### config.mk
export PLATFORM = sky130hd
export DESIGN_NAME = led_pwm_bank
export DESIGN_NICKNAME = d
export VERILOG_FILES = /design/src/rtl/led_pwm_bank.sv
export SDC_FILE = /design/constraint.sdc
export NUM_CORES = 1
export LEC_CHECK = 0
export CORE_MARGIN = 1
export CORE_UTILIZATION = 55
export CTS_CLUSTER_SIZE = 25
export DETAILED_ROUTE_END_ITERATION = 8
export MAX_ROUTING_LAYER = met4
export PLACE_DENSITY_LB_ADDON = 0.08
export SLEW_MARGIN = 0
export SYNTH_ARGS = -nofsm -noshare
export SYNTH_HDL_FRONTEND = slang
export SYNTH_SLANG_ARGS = --single-unit
### constraint.sdc
create_clock -name clk -period 3.39 [get_ports clk]
set_input_delay 0.339 -clock clk [delete_from_list [all_inputs] [get_ports clk]]
set_output_delay 0.339 -clock clk [all_outputs]
set_load 0.005 [all_outputs]
### src/rtl/led_pwm_bank.sv
// N-channel LED PWM generator with double-buffered duty registers and an optional
// per-channel breathe mode that steps the duty once per PWM period.
module led_pwm_bank #(
    parameter int                 CHANNELS = 3,
    parameter int                 PWM_BITS = 8,
    parameter int                 PRESCALE = 48,
    parameter logic [CHANNELS-1:0] OUT_INV = '0,
    localparam int                SEL_W    = (CHANNELS > 1) ? $clog2(CHANNELS) : 1
) (
    input  logic                clk,
    input  logic                rst,
    input  logic                duty_we,
    input  logic [SEL_W-1:0]    duty_sel,
    input  logic [PWM_BITS-1:0] duty_wdata,
    input  logic [CHANNELS-1:0] mode,
    output logic [CHANNELS-1:0] pwm_out,
    output logic                period_start
);

    localparam int                PS_W    = (PRESCALE > 1) ? $clog2(PRESCALE) : 1;
    localparam logic [PS_W-1:0]   PS_LAST = PS_W'(PRESCALE - 1);
    localparam logic [PWM_BITS-1:0] CNT_MAX = '1;
    localparam logic              DIR_UP   = 1'b0;
    localparam logic              DIR_DOWN = 1'b1;

    logic [PS_W-1:0]     presc_q, presc_d;
    logic [PWM_BITS-1:0] cnt_q, cnt_d;
    logic [PWM_BITS-1:0] shadow_q [CHANNELS];
    logic [PWM_BITS-1:0] shadow_d [CHANNELS];
    logic [PWM_BITS-1:0] active_q [CHANNELS];
    logic [PWM_BITS-1:0] active_d [CHANNELS];
    logic [PWM_BITS-1:0] ramp_q   [CHANNELS];
    logic [PWM_BITS-1:0] ramp_d   [CHANNELS];
    logic [CHANNELS-1:0] dir_q, dir_d;
    logic [CHANNELS-1:0] pwm_q, pwm_d;
    logic                ps_q, ps_d;
    logic                tick;
    logic                boundary;
    logic                wr_ok;

    // One breathe step; returns {dir_next, ramp_next}. Ramp is clamped to the peak
    // on the way up and held at zero on the way down, so it can never wrap.
    function automatic logic [PWM_BITS:0] breathe_step(
        input logic [PWM_BITS-1:0] ramp,
        input logic [PWM_BITS-1:0] peak,
        input logic                dir
    );
        logic [PWM_BITS:0] res;
        if (dir == DIR_UP) begin
            if (ramp < peak) res = {DIR_UP, ramp + 1'b1};
            else             res = {DIR_DOWN, peak};
        end else begin
            if (ramp != '0)  res = {DIR_DOWN, ramp - 1'b1};
            else             res = {DIR_UP, ramp};
        end
        return res;
    endfunction

    always_comb begin
        tick     = (presc_q == PS_LAST);
        presc_d  = tick ? '0 : presc_q + 1'b1;
        cnt_d    = tick ? cnt_q + 1'b1 : cnt_q;
        boundary = tick && (cnt_q == CNT_MAX);
        ps_d     = boundary;
        wr_ok    = duty_we && (32'(duty_sel) < CHANNELS);
        dir_d    = dir_q;
        pwm_d    = '0;
        for (int i = 0; i < CHANNELS; i++) begin
            shadow_d[i] = (wr_ok && (duty_sel == SEL_W'(i))) ? duty_wdata : shadow_q[i];
            active_d[i] = active_q[i];
            ramp_d[i]   = ramp_q[i];
            // Boundary reads shadow_q, so a coincident write lands one period later.
            if (boundary) begin
                if (mode[i]) begin
                    {dir_d[i], ramp_d[i]} = breathe_step(ramp_q[i], shadow_q[i], dir_q[i]);
                    active_d[i] = ramp_d[i];
                end else begin
                    active_d[i] = shadow_q[i];
                    ramp_d[i]   = '0;
                    dir_d[i]    = DIR_UP;
                end
            end
            pwm_d[i] = (cnt_q < active_q[i]) ^ OUT_INV[i];
        end
    end

    always_ff @(posedge clk or posedge rst) begin
        if (rst) begin
            presc_q  <= '0;
            cnt_q    <= '0;
            shadow_q <= '{default: '0};
            active_q <= '{default: '0};
            ramp_q   <= '{default: '0};
            dir_q    <= {CHANNELS{DIR_UP}};
            pwm_q    <= OUT_INV;
            ps_q     <= 1'b0;
        end else begin
            presc_q  <= presc_d;
            cnt_q    <= cnt_d;
            shadow_q <= shadow_d;
            active_q <= active_d;
            ramp_q   <= ramp_d;
            dir_q    <= dir_d;
            pwm_q    <= pwm_d;
            ps_q     <= ps_d;
        end
    end

    assign pwm_out      = pwm_q;
    assign period_start = ps_q;

endmodule
==> results of run 1 <==
-- state kept, by name, summed over array words and instances, names as in the netlist --
register and flops:
active_q 24, cnt_q 8, dir_q 3, period_start 1
presc_q 6, pwm_out 3, ramp_q 24, shadow_q 24
-- metal layers --
metal,vias to the layer above,track usage [%],wire length [um]
li1,2514,-,-
met1,2598,40.4,7550
met2,167,47.0,7570
met3,14,4.80,829
met4,0,9.24,215
met5,-,-,0
-- stage by stage --
step | worst slack [ns] | hold WS [ns]
6_report | 0.954 | 0.384
5_1_grt | 0.672 | 0.434
4_1_cts | 0.982 | 0.402
3_5_place_dp | 0.998 | 0.497
3_3_place_gp | 1.07 | 0.486
2_1_floorplan | 0.631 | 0.456
-- where the power goes --
part           switching [uW]  leakage (uW)  internal (uW)
clock                     456      0.000145            561
sequential               52.8       0.00106           1160
combinational             234       0.00201            170
total                     742       0.00321           1900
-- layout make-up --
type                            count  share of cell area, %
Clock buffer                       12                   3.87
Clock inverter                      4                  0.436
Inverter                           62                   3.44
Multi-Input combinational cell    520                   52.1
Sequential cell                    93                   33.8
Tap cell                          140                   2.54
Timing Repair Buffer               27                   3.82
-- placed cells by master, fill, tap and decap left out, types with 5 or more instances in the layout --
master	instances
a211oi_1	6
a21o_1	7
a21oi_1	38
and3_1	6
buf_4	7
clkbuf_16	9
clkdlybuf4s50_1	19
dfrtp_1	93
ha_1	53
inv_1	60
mux2_2	20
mux2i_1	16
nand2_1	59
nand3_1	29
nand4_1	6
nor2_1	48
nor3_1	23
nor3b_1	9
o211a_1	7
o211ai_1	5
o21a_1	11
o21ai_0	48
o21ai_1	14
o22ai_1	11
o31ai_1	6
xnor2_1	21
xor2_1	18
-- cell families (layout without fill, tap and decap cells) --
family | count (synthesis) | count (layout) | synth area share (%)
multiplexers | 36 | 36 | 6.07
AO/OA/AOI/OAI | 185 | 185 | 18.5
AND/OR/NAND/NOR | 207 | 207 | 16.1
adder cells (fa/ha/maj) | 53 | 53 | 10.5
flip-flops | 93 | 93 | 36.7
buffers and inverters | 103 | 105 | 6.78
XOR/XNOR | 39 | 39 | 5.38
-- path summary, 6_finish.rpt --
path,start,end,slack [ns],cells after the start
worst max-delay path,ramp_q[1],active_q[5],0.95,8
worst min-delay path,rst,active_q[9],0.38,2
worst max register to register,ramp_q[1],active_q[5],0.95,8
worst min register to register,presc_q[0],presc_q[0],0.50,1
max in group asynchronous,rst,ramp_q[3],2.34,3
min in group clk,presc_q[0],presc_q[0],0.50,1
==> impl_results.md, run 1 <==
- Number of H-tree branching levels: 3
- Vias in the first global route: 5,045
- Inst Count DP: 842
- Avg Synthesized Cell Area: 8.86 sq um
- TNS Setup: 0 ns
- Top cells by count, synth: 93 x dfrtp_1, 61 x inv_1, 59 x nand2_1, 53 x ha_1
- Area delta synth->final: 8.52%
- Clock root buffer: clkbuf_16
- Layout cells sized above 1: 7.80%
- Max-slew violations: 0
- Ys flop type: dfrtp_1
- Post-CTS resize count: 0
- Vias/cell: 6.17
- Tmin final: 2.44 ns
- Initial antenna violation count: 0
- Clk sinks: 93
- Remaining DRCs: 0
- First-pass GRT wire length: 26.4 mm
- Hold Crit Class: in2async
- EDFF count, synth: 0
- Pre-antenna DRT Iters: 7
- Slowest CP cell: dfrtp_1
- Overall Global Routing Usage: 30.1%
- Syn Std Cell Area: 6340 sq um
- Pwr per Cell Area: 383 nW/um^2
- Cells after Synth: 716
- Max Cap Viol: 0
- IO Pins: 20
- Crit path largest cell delay: 0.51 ns
- Port Buf Inserts: 19
- Static Leak: 0.00321 uW
- Worst slew pin tran: 0.723 ns
- Slew headroom: 51.8%
- WS Path Type: reg2reg
- CP cell instances: ha_1 -> o21ai_0 -> o21ai_0 -> a21oi_1 -> buf_4 -> mux2i_1 -> o211a_1 -> o22ai_1
- Die Wd: 109 um
- Peak VDD IR: 0.275 mV
- Full die area: 12,000 sq um
- Final setup viols: 0
- Die height: 109 um
- Row count: 38
- Top cells by area, synth: dfrtp_1 37%, ha_1 10%, o21ai_0 3.8%
- Multi-input logic area: 3590 sq um
- Grt ovf: 0
- Status: finished clean
- Fmax: 0.411 GHz
- Final net count: 782
- Clock slew at reported path FFs: 0.07 ns
- Required time of the critical path: 3.61 ns
- Per-cell routed wire length: 18.8 um
- Cell taking the most area after synthesis: dfrtp_1
- Most frequent CP cell: o21ai_0
- Yosys top cell area share: 36.7%
- Period utilisation layout: 71.9%
- Clock skew: 0.00727 ns
- WL final: 16.2 mm
- GP Congestion: 0.946
- Hpwl dp: 11.5 mm
- Buffer and inverter count on the worst path: 1
- End-of-flow core utilization: 62.4%
- CP endpoint kind: flop
- CTS tree: yes
- Synth Register Bits: 93
- Hold_buf cts: 0
- Leading cell type by number of instances after synthesis: dfrtp_1
- Non-filler cells in the finished layout: 858
- Tot Pwr: 2640 uW
- Top delay family on crit path: compound AO/OA/AOI/OAI gates
- Netlist cell types: 60
- Placed cell area: 6590 sq um
- Async SR Flop Fraction: 100%
- Critical Path AT: 2.66 ns
- Postcts setup bufs: 0
- Initial Utilization: 57.5%
- RSZ-0062 raised after global routing: no
- Vias: 5,293
- Antenna cells: 0
- Maximum clock path buffer count: 2
- Sequential area share after synthesis: 36.7%
- CP Max Fanout: 9
- Filler cells: 945
- CP startpoint kind: flop
- Core ar.: 11,000 sq um
- Largest net degree at the start of global routing: 54
- CTS Buf Count: 9
- Iter 0 DRT Violations: 411
- Flip-flop and latch area: 2330 sq um
- Finished Cell Area: 6880 sq um
- Syn Nets: 785
- Worst-Skew Late Latency: 0.35 ns
- Antenna viol nets, final: 0
- Syn. warnings: 0
- Hold Vio Cnt, Final: 0
No activity file was read; power rests on OpenSTA's default activity.
==> run 2, diff against run 1 <==
clock period = 1.98 ns   (was 3.39 ns; I/O delays follow)
==> run 2 against run 1 <==
Compared with the run above:
- the run now ends with setup timing left
- count of clock-buffer cells in the layout is 1 lower
- global-route usage is 1.8 points higher
- core utilization up 14 points
- routed wire length grew 15%
- cell area grew 22%
- combinational power rose to 3.2 times the previous value
- fmax rose by 23%
==> impl_results.md, run 2 (synthesis results as in run 1) <==
- Worst slack, placed: -0.0950 ns
- Vias in the first global route: 5,552
- Pre-antenna DRT Iters: 5
- Tot Pwr: 5160 uW
- Area delta synth->final: 32.5%
- Layout cells sized above 1: 31.5%
- Part of the power in registers: 40.1%
- Maximum clock path buffer count: 2
- Pwr per Cell Area: 614 nW/um^2
- Largest regs: active_q: 24 flops, ramp_q: 24 flops, shadow_q: 24 flops
- WS Path Type: reg2reg
- Fmax: 0.505 GHz
- Vias/cell: 6.01
- CP endpoint kind: flop
- WL final: 18.6 mm
- Clk pwr share: 34.4%
- Initial antenna violation count: 0
- Pint: 3670 uW
- Tmin final: 1.98 ns
- Most frequent cells in the layout: 119 x buf_4, 91 x dfrtp_1, 54 x nand2_1
- Status: finished, violations left
- Vias: 5,879
- Switching fraction of total power: 28.8%
- Clk sinks: 93
- Period utilisation layout: 100%
- Die Wd: 109 um
- CTS Buf Count: 9
- RSZ-0062 raised after global routing: yes
- Required time of the critical path: 2.27 ns
- Overall Global Routing Usage: 32.0%
- Initial Utilization: 57.5%
- Failing checks: setup timing
- Final setup viols: 1
- Remaining DRCs: 0
- CP Max Fanout: 3
- Worst slew pin tran: 0.636 ns
- Per-cell routed wire length: 19.0 um
- CTS tree: yes
- Max-slew violations: 0
- Clock slew at reported path FFs: 0.07 ns
- Peak VDD IR: 0.752 mV
- Worst-Skew Late Latency: 0.35 ns
- Finished Cell Area: 8400 sq um
- Static Leak: 0.00392 uW
- Number of H-tree branching levels: 3
- Row count: 38
- Final WS setup: -0.00164 ns
- Most common library cell in the layout ignoring fill and taps: buf_4
- Grt ovf: 0
- Combinational power share: 25.5%
- Psw: 1490 uW
- WHS: 0.193 ns
- Core ar.: 11,000 sq um
- Max Cap Viol: 0
- Slew headroom: 57.6%
- Antenna cells: 0
- Final net count: 903
- IO Pins: 20
- Largest net degree at the start of global routing: 33
- CP startpoint kind: flop
- Clock root buffer: clkbuf_16
- Hold Vio Cnt, Final: 0
- Full die area: 12,000 sq um
- Worst r2r src: ramp_q[19]
- GP Congestion: 0.924
- Critical Path AT: 2.27 ns
- Clock skew: 0.00633 ns
- Placed cell area: 7410 sq um
- First-pass GRT wire length: 28.0 mm
- Port Buf Inserts: 19
- End-of-flow core utilization: 76.2%
- Critical path origin: ramp_q[19]
- Antenna viol nets, final: 0
- Die height: 109 um
- Hold Crit Class: in2async
- Iter 0 DRT Violations: 407
- Hpwl dp: 13.1 mm
==> run 2: routing by layer <==
layer  routed length, um  up-vias  global-route usage, %
met4                 415        0                   11.3
met3                 954       34                   4.33
met1                7880     2885                   40.6
met2                9350      195                   52.4
met5                   0        -                      -
li1                    -     2765                      -
==> run 2: final cells by class <==
cell class,count,area (sq um)
Clock buffer,11,243
Inverter,62,241
Clock inverter,5,60.1
Fill cell,766,2630
Sequential cell,93,2330
Tap cell,140,175
Multi-Input combinational cell,520,4120
Timing Repair Buffer,148,1230
==> run 2: worst max-delay path, stage by stage (launching register included) <==
cell,delay (ns)
dfrtp_1,0.38
or4_4,0.57
nor4b_4,0.28
buf_4,0.17
a21oi_2,0.05
o32ai_2,0.31
a211o_1,0.15
==> run 2: timing repair <==
action,in CTS,in global routing
gates cloned,0,0
pin swaps,15,42
resized for setup,31,93
buffers inserted,5,11
endpoints found under the setup margin,28,50
hold buffers,0,0
==> run 2: power by group through the flow <==
| stage | combinational [uW] | clock, uW | sequential (uW) |
|---|---|---|---|
| CTS | 1010 | 1790 | 2050 |
| detailed placement | 907 | 0 | 2090 |
| finish | 1310 | 1780 | 2070 |
| global placement | 887 | 0 | 2080 |
| floorplan | 501 | 0 | 2080 |
| global route | 1400 | 1880 | 2080 |
==> run 2: path summary, 6_finish.rpt <==
kind                                end  slack [ns]  depth (start not counted)
max in group asynchronous  shadow_q[20]        1.29                          3
max                        active_q[17]      -0.002                          6
min in group clk            active_q[8]        0.50                          2
min                            cnt_q[0]        0.19                          2
max reg2reg                active_q[17]      -0.002                          6
min reg2reg                 active_q[8]        0.50                          2
==> run 2: metrics by stage <==
stage          setup TNS (ns)  cells
3_3_place_gp           -0.381    947
4_1_cts               -0.0142    968
2_1_floorplan               0    716
5_1_grt                -0.517    979
3_5_place_dp           -0.847    947
6_report             -0.00164    979
